==> config.mk <==
export PLATFORM = sky130hd
export DESIGN_NAME = dot_channel_seq
export DESIGN_NICKNAME = d
export VERILOG_FILES = /design/src/rtl/dot_channel_seq_pkg.sv /design/src/rtl/dot_channel_seq_tile_counter.sv /design/src/rtl/dot_channel_seq.sv
export SDC_FILE = /design/constraint.sdc
export NUM_CORES = 1
export LEC_CHECK = 0
export ABC_AREA = 1
export CORE_ASPECT_RATIO = 0.75
export CORE_UTILIZATION = 46
export DETAILED_ROUTE_END_ITERATION = 8
export GPL_ROUTABILITY_DRIVEN = 0
export PLACE_DENSITY = 0.83
export REMOVE_ABC_BUFFERS = 1
export SYNTH_ARGS = -nofsm -noshare
export SYNTH_HDL_FRONTEND = slang
export SYNTH_HIERARCHICAL = 1
export SYNTH_SLANG_ARGS = --single-unit
==> constraint.sdc <==
create_clock -name clk -period 1.75 [get_ports clk]
set_input_delay 0.35 -clock clk [delete_from_list [all_inputs] [get_ports clk]]
set_output_delay 0.35 -clock clk [all_outputs]
set_load 0.03 [all_outputs]
==> src/rtl/dot_channel_seq_pkg.sv <==
// Shared state encoding and field widths for the dot_channel_seq sequencer.
// Supplies a default `DATA_LEN when the datapath header has not already set it.
`ifndef DATA_LEN
`define DATA_LEN 16
`endif

package dot_channel_seq_pkg;
   localparam int CS_W    = 4;
   localparam int PHASE_W = 3;
   localparam int LAT_W   = 3;

   typedef enum logic [2:0] {
      ST_IDLE,
      ST_FETCH,
      ST_RUN,
      ST_CAPTURE,
      ST_DONE
   } seq_state_t;
endpackage

==> src/rtl/dot_channel_seq_tile_counter.sv <==
// Nested cs/phase tile counter: cs wraps at CS_NUM-1 and carries into phase.
module dot_channel_seq_tile_counter
   import dot_channel_seq_pkg::*;
#(
   parameter int CS_NUM    = 9,
   parameter int PHASE_NUM = 8
)
(
   input  logic               clk,
   input  logic               rst_n,
   input  logic               clr,
   input  logic               adv,
   output logic [CS_W-1:0]    cs,
   output logic [PHASE_W-1:0] phase,
   output logic               last
);
   localparam logic [CS_W-1:0]    CS_LAST    = CS_W'(CS_NUM - 1);
   localparam logic [PHASE_W-1:0] PHASE_LAST = PHASE_W'(PHASE_NUM - 1);

   logic [CS_W-1:0]    cs_reg;
   logic [PHASE_W-1:0] phase_reg;

   always_ff @(posedge clk or negedge rst_n) begin
      if (!rst_n) begin
         cs_reg    <= '0;
         phase_reg <= '0;
      end else if (clr) begin
         cs_reg    <= '0;
         phase_reg <= '0;
      end else if (adv) begin
         if (cs_reg == CS_LAST) begin
            cs_reg    <= '0;
            phase_reg <= (phase_reg == PHASE_LAST) ? '0 : phase_reg + 1'b1;
         end else begin
            cs_reg <= cs_reg + 1'b1;
         end
      end
   end

   assign cs    = cs_reg;
   assign phase = phase_reg;
   assign last  = (cs_reg == CS_LAST) && (phase_reg == PHASE_LAST);
endmodule

==> src/rtl/dot_channel_seq.sv <==
// Tile sequencer for one dot channel: fetch weights, run the channel, capture q, re-arm.
// Define DOT_SEQ_TIMEOUT_EN to add the RUN watchdog that aborts the pass and raises err.
`ifndef DATA_LEN
`define DATA_LEN 16
`endif

module dot_channel_seq
   import dot_channel_seq_pkg::*;
#(
   parameter int CS_NUM    = 9,
   parameter int PHASE_NUM = 8,
   parameter int WS_LAT    = 1,
   parameter int TIMEOUT   = 64
)
(
   input  logic                 clk,
   input  logic                 rst_n,
   input  logic                 start,
   input  logic                 in_valid,
   output logic                 in_ready,
   output logic                 ws_load,
   output logic                 dc_load,
   output logic [CS_W-1:0]      cs,
   output logic [PHASE_W-1:0]   phase,
   input  logic                 dc_valid,
   input  logic [`DATA_LEN-1:0] dc_q,
   output logic                 out_valid,
   output logic [`DATA_LEN-1:0] out_data,
   output logic [CS_W-1:0]      out_cs,
   output logic [PHASE_W-1:0]   out_phase,
   output logic                 busy,
   output logic                 done,
   output logic                 err
);
   localparam logic [LAT_W-1:0] LAT_LAST = LAT_W'(WS_LAT - 1);

   seq_state_t           state_reg;
   logic [LAT_W-1:0]     lat_cnt_reg;
   logic                 ws_load_reg;
   logic                 dc_load_reg;
   logic                 out_valid_reg;
   logic                 in_ready_reg;
   logic                 busy_reg;
   logic                 done_reg;
   logic [`DATA_LEN-1:0] out_data_reg;
   logic [CS_W-1:0]      out_cs_reg;
   logic [PHASE_W-1:0]   out_phase_reg;
   logic                 cnt_clr;
   logic                 cnt_adv;
   logic                 last_tile;
   logic                 run_abort;

   // done_reg high means we are in the first IDLE cycle; a start there is dropped.
   assign cnt_clr = (state_reg == ST_IDLE) && start && !done_reg;
   assign cnt_adv = (state_reg == ST_CAPTURE);

   dot_channel_seq_tile_counter #(
      .CS_NUM    (CS_NUM),
      .PHASE_NUM (PHASE_NUM)
   ) u_tile_counter (
      .clk   (clk),
      .rst_n (rst_n),
      .clr   (cnt_clr),
      .adv   (cnt_adv),
      .cs    (cs),
      .phase (phase),
      .last  (last_tile)
   );

`ifdef DOT_SEQ_TIMEOUT_EN
   localparam int RUN_W = $clog2(TIMEOUT + 1);

   logic [RUN_W-1:0] run_cnt_reg;
   logic             err_reg;

   assign run_abort = (state_reg == ST_RUN) && !dc_valid &&
                      (run_cnt_reg == RUN_W'(TIMEOUT - 1));

   always_ff @(posedge clk or negedge rst_n) begin
      if (!rst_n) begin
         run_cnt_reg <= '0;
         err_reg     <= 1'b0;
      end else begin
         run_cnt_reg <= (state_reg == ST_RUN) ? run_cnt_reg + 1'b1 : '0;
         if (run_abort)
            err_reg <= 1'b1;
      end
   end

   assign err = err_reg;
`else
   assign run_abort = 1'b0;
   assign err       = 1'b0;
`endif

   always_ff @(posedge clk or negedge rst_n) begin
      if (!rst_n) begin
         state_reg     <= ST_IDLE;
         lat_cnt_reg   <= '0;
         ws_load_reg   <= 1'b0;
         dc_load_reg   <= 1'b0;
         out_valid_reg <= 1'b0;
         in_ready_reg  <= 1'b0;
         busy_reg      <= 1'b0;
         done_reg      <= 1'b0;
         out_data_reg  <= '0;
         out_cs_reg    <= '0;
         out_phase_reg <= '0;
      end else begin
         out_valid_reg <= 1'b0;
         in_ready_reg  <= 1'b0;
         done_reg      <= 1'b0;
         case (state_reg)
            ST_IDLE: begin
               if (start && !done_reg) begin
                  state_reg   <= ST_FETCH;
                  ws_load_reg <= 1'b1;
                  busy_reg    <= 1'b1;
                  lat_cnt_reg <= '0;
               end
            end
            ST_FETCH: begin
               if (lat_cnt_reg != LAT_LAST) begin
                  lat_cnt_reg <= lat_cnt_reg + 1'b1;
               end else if (in_valid) begin
                  state_reg   <= ST_RUN;
                  dc_load_reg <= 1'b1;
               end
            end
            ST_RUN: begin
               // dc_valid is trusted only here; the channel's valid flop has no reset.
               if (dc_valid) begin
                  state_reg   <= ST_CAPTURE;
                  ws_load_reg <= 1'b0;
                  dc_load_reg <= 1'b0;
               end else if (run_abort) begin
                  state_reg   <= ST_DONE;
                  ws_load_reg <= 1'b0;
                  dc_load_reg <= 1'b0;
               end
            end
            ST_CAPTURE: begin
               out_data_reg  <= dc_q;
               out_cs_reg    <= cs;
               out_phase_reg <= phase;
               out_valid_reg <= 1'b1;
               in_ready_reg  <= 1'b1;
               if (last_tile) begin
                  state_reg <= ST_DONE;
               end else begin
                  state_reg   <= ST_FETCH;
                  ws_load_reg <= 1'b1;
                  lat_cnt_reg <= '0;
               end
            end
            ST_DONE: begin
               state_reg <= ST_IDLE;
               busy_reg  <= 1'b0;
               done_reg  <= 1'b1;
            end
            default: begin
               state_reg   <= ST_IDLE;
               ws_load_reg <= 1'b0;
               dc_load_reg <= 1'b0;
               busy_reg    <= 1'b0;
            end
         endcase
      end
   end

   assign ws_load   = ws_load_reg;
   assign dc_load   = dc_load_reg;
   assign out_valid = out_valid_reg;
   assign in_ready  = in_ready_reg;
   assign busy      = busy_reg;
   assign done      = done_reg;
   assign out_data  = out_data_reg;
   assign out_cs    = out_cs_reg;
   assign out_phase = out_phase_reg;
endmodule

Word level (Yosys, flattened, before mapping)
Index checks and enable logic that the tools add are counted. W data, S select, Z words.

Flip-flop bits (word level): 41. Input bits: 21.

Add/sub/neg operators: 3. Equality and inequality tests: 12. Multiplexer cells: 27. Bitwise operators: 3. Reductions and logical operators: 19.

Operator list (number): $mux W3 (12); $reduce_and A4 Y1 (4); $mux W4 (3); $pmux W3 S4 (1); $ne A2 B2 Y1 const B (5); $pmux W3 S3 (1); $mux W1 (7); $add A3 B1 Y3 const B (2); $eq A3 B2 Y1 const B (2); $eq A3 B3 Y1 const B (2); $reduce_bool A3 Y1 (2); $reduce_or A3 Y1 (2); $add A4 B1 Y4 const B (1); $eq A4 B4 Y1 const B (1); $logic_and A1 B1 Y1 (4); $pmux W1 S4 (1); $reduce_and A2 Y1 (2); $reduce_bool A2 Y1 (2); $eq A3 B1 Y1 const B (1); $logic_not A3 Y1 (1); $not A1 Y1 (3); $pmux W1 S3 (1); $ne A2 B1 Y1 const B (1); $pmux W1 S2 (1); 2 further kinds (2).

Logic depth before layout (Yosys ltp)
Gate-level depths: netlist (run 1).

Depth after elaboration: 5. Gate-level depth with buffers: 10. Depth with buffers taken out: 10.

By module
Netlist (run 1), hierarchy kept.

By module, submodules not included: dot_channel_seq (times used 1, cells each 183, area each 1482.7 µm²); dot_channel_seq_tile_counter (times used 1, cells each 53, area each 434.2 µm²).

Least setup slack after synthesis (run 1)
Ideal clock, no wire load.

Path kind: register to register. Start: register u_tile_counter.cs_reg[0] (netlist: u_tile_counter/cs[0]). End: register ws_load_reg (netlist: ws_load). Arrival: 1.436 ns. Required time: 1.632 ns. Path slack: 0.196 ns. Stages on the path, launching flop included: 11. Path buffers: 0. Cells stage by stage: dfrtp_1 inv_1 ha_1 nand3_4 nor2_1 inv_1 nor2_1 nor2_1 nand2_1 nand2_1 nand2_1.

Word-level cells in the longest chain between the ends: 4.

Ends and longest elaborated chain: start, declared (RTL line dot_channel_seq_tile_counter.sv:20) `logic [CS_W-1:0] cs_reg;`; start signal, assigned (RTL line dot_channel_seq_tile_counter.sv:35) `cs_reg <= cs_reg + 1'b1;`; $eq A4 B4 Y1 (RTL line dot_channel_seq_tile_counter.sv:42) `assign last = (cs_reg == CS_LAST) && (phase_reg == PHASE_LAST);`; $logic_and A1 B1 Y1 (RTL line dot_channel_seq_tile_counter.sv:42); via last_tile (RTL line dot_channel_seq.sv:50) `logic last_tile;`; $ne A2 B2 Y1 (no line); $reduce_and A4 Y1 (no line); end signal, assigned (RTL line dot_channel_seq.sv:100) `ws_load_reg <= 1'b0;`; end signal, assigned (RTL line dot_channel_seq.sv:117) `ws_load_reg <= 1'b1;`; end signal, assigned (RTL line dot_channel_seq.sv:134) `ws_load_reg <= 1'b0;`; end, declared (RTL line dot_channel_seq.sv:39) `logic ws_load_reg;`.

The timed path passes the listed nets, and every way through them passes these cells. A chain may end at the register's enable or synchronous reset.

Final worst setup path (run 1)
Start: register done_reg (netlist: done). End: output port done.

RTL lines: start, declared (RTL line dot_channel_seq.sv:44) `logic done_reg;`; start signal, assigned (RTL line dot_channel_seq.sv:105) `done_reg <= 1'b0;`; start signal, assigned (RTL line dot_channel_seq.sv:112) `done_reg <= 1'b0;`; start signal, assigned (RTL line dot_channel_seq.sv:159) `done_reg <= 1'b1;`; end, declared (RTL line dot_channel_seq.sv:32) `output logic done,`.

No word-level cell between the ends.

==> results of run 1 <==
timing repair:
action,CTS,global route
endpoints found under the hold margin,18,0
hold buffers,1,0
gates resized for setup,7,3
pin swaps,0,0
endpoints found under the setup margin,7,4
final cells by class:
cell class | count | area [sq um]
Fill cell | 318 | 1170
Sequential cell | 41 | 1030
Multi-Input combinational cell | 166 | 767
Timing Repair Buffer | 60 | 597
Clock buffer | 7 | 86.3
Inverter | 23 | 86.3
Tap cell | 52 | 65.1
Clock inverter | 1 | 30.0
logic make-up (layout without fill, tap and decap cells):
family,after synthesis,in the layout,share of synthesized area
AO/OA/AOI/OAI,12,12,0.0339
other,1,1,0.00196
buffers and inverters,29,91,0.0659
XOR/XNOR,1,1,0.00457
flip-flops,41,41,0.535
AND/OR/NAND/NOR,146,146,0.319
adder cells (fa/ha/maj),6,6,0.0392
metrics by stage:
stage,power [uW],utilization
after floorplan,3160,-
after global placement,4130,0.662
after detailed placement,4200,0.662
after CTS,5000,0.692
after global routing,5350,0.694
final,4970,0.694
power by group:
group / total (uW) / internal, uW / switching [uW]
combinational: 2590 / 943 / 1640
sequential: 1590 / 1310 / 283
clock: 792 / 465 / 327
total: 4970 / 2720 / 2250
metal layers:
layer | GRT usage | vias to the layer above | share of wire | wire length [um]
met5 | 0 | - | 0 | 0
met4 | 0.118 | 0 | 0.019 | 85
met3 | 0.0835 | 10 | 0.073 | 333
met2 | 0.358 | 82 | 0.46 | 2090
met1 | 0.305 | 803 | 0.45 | 2070
li1 | - | 843 | - | -
path summary, 6_finish.rpt:
kind | from | to | slack, ns
min in group asynchronous | rst_n | out_data[4] | 0.52
min reg2reg | out_data[5] | out_data[5] | 0.48
max in group asynchronous | rst_n | u_tile_counter/cs[3] | 0.76
min | out_data[5] | out_data[5] | 0.48
max reg2reg | u_tile_counter/phase[0] | lat_cnt_reg[0] | 0.13
max | done | done | 0.04
cell usage in the layout (no fill, tap or decap), drive strengths merged:
cell type / n
nand4: 1
bufinv: 1
a31oi: 1
inv: 23
dlygate4sd2: 7
ha: 6
dlygate4sd3: 1
dfrtp: 41
clkdlybuf4s50: 46
xnor2: 1
a21oi: 3
buf: 4
nor2: 19
o21ai: 8
nand2: 111
nand3: 15
clkbuf: 7
conb: 1
dlymetal6s2s: 2
worst min-delay path: stages (launching register included):
cell,delay (ns)
dfrtp_1,0.34
nand2_1,0.06
nand2_1,0.05
==> impl_metrics.env, run 1 <==
export IMPL_first_pass_iters=5
export IMPL_synthArstFlopShare=1.00
export IMPL_grt_overflow_total=0
export IMPL_synthTopCellsByArea="dfrtp_1 (54%), nand2_1 (21%), ha_1 (3.9%)"
export IMPL_crit_fanout=2
export IMPL_rsz0062_at_grt="false"
export IMPL_layout_drive_gt1_share=0.0906
export IMPL_crit_slowest_cell="clkdlybuf4s50_1"
export IMPL_io_buffer_count=56
export IMPL_worstPathCellList="clkdlybuf4s50_1"
export IMPL_vias=1738
export IMPL_path_depth=1
export IMPL_max_stage_delay_ns=0.69
export IMPL_finalCriticalPeriod_ns=1.71
export IMPL_cap_violations=0
export IMPL_hold_viol=0
export IMPL_dieArea_sq_um=4430
export IMPL_synthesis_instances=236
export IMPL_track_usage=0.236
export IMPL_path_buf_inv=1
export IMPL_p_leak_uw=0.00143
export IMPL_antenna_found_initial=0
export IMPL_placed_area_sq_um=2530
export IMPL_synth_distinct_cells=21
export IMPL_worst_setup_path_type="register to output pin"
export IMPL_crit_family="buffers and inverters"
export IMPL_synth_seq_cells=41
export IMPL_grt_max_degree=24
export IMPL_grt_pass1_vias=1729
export IMPL_dp_hpwl_mm=3.20
export IMPL_die_h_um=57.9
export IMPL_cp_arrival_ns=1.36
export IMPL_clk_path_buf_depth=2
export IMPL_tns_ns=0
export IMPL_fmax_mhz=586
export IMPL_outcome="complete, no violations"
export IMPL_path_clk_slew_ns=0.08
export IMPL_final_area_sq_um=2660
export IMPL_synth_ff_type="dfrtp_1"
export IMPL_post_synth_top_count_cell="nand2_1"
export IMPL_skew_ns=0.00782
export IMPL_syn_area_sq_um=1920
export IMPL_grt_pass1_wl_mm=7.80
export IMPL_die_w_um=76.5
export IMPL_synth_common_cells="nand2_1 (108), dfrtp_1 (41), inv_1 (18), nor2_1 (16), nand3_1 (12)"
export IMPL_place_ws_ns=0.0595
export IMPL_crit_required_ns=1.40
export IMPL_cts_buffers_inserted=5
export IMPL_drt_initial_drc_count=152
export IMPL_ant_nets=0
export IMPL_timing_final_crit_share=0.975
export IMPL_synth_top_cell_by_area="dfrtp_1"
export IMPL_finalNonFillerCells=350
export IMPL_viasPerCell=4.97
export IMPL_pwr_density_cell_nw_per_um2=1870
export IMPL_finalSetupViolations=0
export IMPL_critPathLaunchType="register"
export IMPL_syn_to_final_growth_pct=38.6
export IMPL_cts_tree="built"
export IMPL_drc=0
export IMPL_drv_slew=0
export IMPL_worstSetupEndpointType="output pin"
export IMPL_timing_final_ws_setup_ns=0.0430
export IMPL_ir_worst_vdd_mv=1.17
export IMPL_cts_setup_buffers=0
export IMPL_synth_enable_flop_cells=0
export IMPL_wl_mm=4.57
export IMPL_yosys_warnings=6
export IMPL_largest_register_ffs=16
export IMPL_cts_root_buf="clkbuf_8"
export IMPL_holdPathStages=2
export IMPL_num_antenna_cells=0
export IMPL_core_sq_um=3830
export IMPL_synth_top_area_frac=0.535
export IMPL_clkSinkCount=41
export IMPL_std_cell_rows=19
export IMPL_fin_hold_ws_ns=0.481
export IMPL_final_nets=324
export IMPL_ys_seq_area_frac=0.535
export IMPL_hold_class="register to register"
export IMPL_clock_latency_ns=0.30
export IMPL_synth_avg_cell_area_sq_um=8.12
export IMPL_h_tree_depth=2
export IMPL_post_drt_wl_per_cell_um=13.1
export IMPL_start_util=0.501
export IMPL_placedCellCount=341
export IMPL_rr_worst_depth=9
export IMPL_ios=58
(Power assumes the default switching activity.)
==> run 2: changes to the inputs <==
--- a/config.mk
+++ b/config.mk
@@ -6,11 +6,13 @@
 export NUM_CORES = 1
 export LEC_CHECK = 0
 export ABC_AREA = 1
+export CELL_PAD_IN_SITES_DETAIL_PLACEMENT = 0
+export CELL_PAD_IN_SITES_GLOBAL_PLACEMENT = 1
 export CORE_ASPECT_RATIO = 0.75
-export CORE_UTILIZATION = 46
+export CORE_UTILIZATION = 33
 export DETAILED_ROUTE_END_ITERATION = 8
 export GPL_ROUTABILITY_DRIVEN = 0
-export PLACE_DENSITY = 0.83
+export PLACE_DENSITY = 0.82
 export REMOVE_ABC_BUFFERS = 1
 export SYNTH_ARGS = -nofsm -noshare
 export SYNTH_HDL_FRONTEND = slang
==> run 2 against run 1 <==
Die area up 38%. Power shrank 5.0%. Core utilization down 21 points. First-iteration DRC count fell by 60%. Via count is 7.0% lower. Critical path depth unchanged. Final cell count is 6.0% higher. Global-route usage decreased by 7.7 points. Clock skew down 0.0026 ns. Wire length decreased by 4.7%. Worst hold slack got worse by 0.37 ns. Critical endpoint is now out_data[9]. Largest power group unchanged.
==> impl_metrics.env, run 2 (synthesis results as in run 1) <==
export IMPL_outcome="complete, no violations"
export IMPL_ios=58
export IMPL_num_antenna_cells=0
export IMPL_wl_mm=4.36
export IMPL_timing_final_crit_share=0.969
export IMPL_track_usage=0.159
export IMPL_timing_final_ws_setup_ns=0.0545
export IMPL_h_tree_depth=2
export IMPL_first_pass_iters=5
export IMPL_grt_pass1_wl_mm=7.46
export IMPL_rr_worst_depth=8
export IMPL_io_buffer_count=56
export IMPL_critPathLaunchType="register"
export IMPL_seqPwrFrac=0.332
export IMPL_crit_fanout=2
export IMPL_pwr_density_cell_nw_per_um2=1790
export IMPL_largest_register_ffs=16
export IMPL_drc=0
export IMPL_clkSinkCount=41
export IMPL_vias=1617
export IMPL_die_w_um=90.0
export IMPL_path_buf_inv=1
export IMPL_ir_worst_vdd_mv=0.788
export IMPL_skew_ns=0.00523
export IMPL_cap_violations=0
export IMPL_hold_viol=0
export IMPL_worst_pin_slew_ns=0.531
export IMPL_grt_pass1_vias=1496
export IMPL_worstPathCellList="clkdlybuf4s50_1"
export IMPL_post_route_util=0.481
export IMPL_crit_slowest_cell="clkdlybuf4s50_1"
export IMPL_hold_class="input pin to asynchronous set/reset pin"
export IMPL_regToRegSetupSlack_ns=0.16
export IMPL_cts_root_buf="clkbuf_8"
export IMPL_final_common_cell="nand2_1"
export IMPL_place_ws_ns=0.0583
export IMPL_finalSetupViolations=0
export IMPL_layout_drive_gt1_share=0.0946
export IMPL_switching_share=0.466
export IMPL_syn_to_final_growth_pct=37.3
export IMPL_dp_hpwl_mm=2.98
export IMPL_worstSetupEndpointType="output pin"
export IMPL_cts_setup_buffers=0
export IMPL_crit_required_ns=1.40
export IMPL_fmax_mhz=590
export IMPL_p_total_uw=4720
export IMPL_path_clk_slew_ns=0.08
export IMPL_grt_max_degree=42
export IMPL_path_depth=1
export IMPL_clk_path_buf_depth=2
export IMPL_antenna_found_initial=0
export IMPL_placedCellCount=365
export IMPL_clock_latency_ns=0.29
export IMPL_final_nets=324
export IMPL_internal_power_uw=2520
export IMPL_cp_arrival_ns=1.35
export IMPL_ant_nets=0
export IMPL_finalNonFillerCells=371
export IMPL_grt_overflow_total=0
export IMPL_max_stage_delay_ns=0.70
export IMPL_reg2reg_from="state_reg[2]"
export IMPL_worst_setup_path_type="register to output pin"
export IMPL_core_sq_um=5470
export IMPL_drt_initial_drc_count=61
export IMPL_relSlewSlack=0.646
export IMPL_drv_slew=0
export IMPL_comb_power_share=0.545
export IMPL_std_cell_rows=23
export IMPL_dieArea_sq_um=6120
export IMPL_die_h_um=68.0
export IMPL_finalCriticalPeriod_ns=1.70
export IMPL_crit_family="buffers and inverters"
export IMPL_layout_common_cells="nand2_1 (108), clkdlybuf4s50_1 (47), dfrtp_1 (41)"
export IMPL_p_clk_frac=0.123
export IMPL_cts_tree="built"
export IMPL_r2r_end="u_tile_counter/phase[1]"
export IMPL_p_leak_uw=0.00141
export IMPL_viasPerCell=4.36
export IMPL_fin_hold_ws_ns=0.109
export IMPL_post_drt_wl_per_cell_um=11.7
export IMPL_cts_buffers_inserted=5
export IMPL_start_util=0.351
export IMPL_p_sw_uw=2200
-- run 2: per-stage QoR --
step	TNS (ns)	instance area, sq um
floorplan	0	1880
global placement	0	2560
detailed placement	0	2560
CTS	0	2620
global route	-0.00410	2630
finish	0	2630
-- run 2: worst max path at each step --
stage,start,endpoint
after floorplan,state_reg[2],u_tile_counter/cs[3]
after global placement,start,u_tile_counter/phase[1]
after detailed placement,start,u_tile_counter/phase[2]
after CTS,out_data[9],out_data[9]
after global routing,u_tile_counter/phase[0],ws_load
final,out_data[9],out_data[9]
-- run 2: area by class of cell --
type,count,area (sq um)
fillers,565,2840
flip-flops and latches,41,1030
multi-input cells,166,769
repair buffers,60,583
well taps,75,93.8
inverters,23,86.3
clock buffers,5,68.8
clock inverters,1,5.00
-- run 2: repair_timing --
action / 4_1_cts / 5_1_grt
setup endpoints to repair: 6 / 4
resized for setup: 6 / 4
hold buffers: 0 / 0
-- run 2: routing by layer --
layer / wire (um) / part of all wire / up-vias / track usage
met5: 0 / 0 / - / 0
met4: 19 / 0.0044 / 0 / 0.0423
met3: 421 / 0.097 / 2 / 0.0811
met2: 1660 / 0.38 / 54 / 0.215
met1: 2260 / 0.52 / 722 / 0.222
li1: - / - / 839 / -
-- run 2: power by group through the flow --
stage,clock network (uW),registers [uW],logic (uW)
after global placement,0,1590,2590
after floorplan,0,2190,973
after CTS,608,1570,2600
after global routing,655,1630,2860
final,579,1570,2580
after detailed placement,0,1570,2630
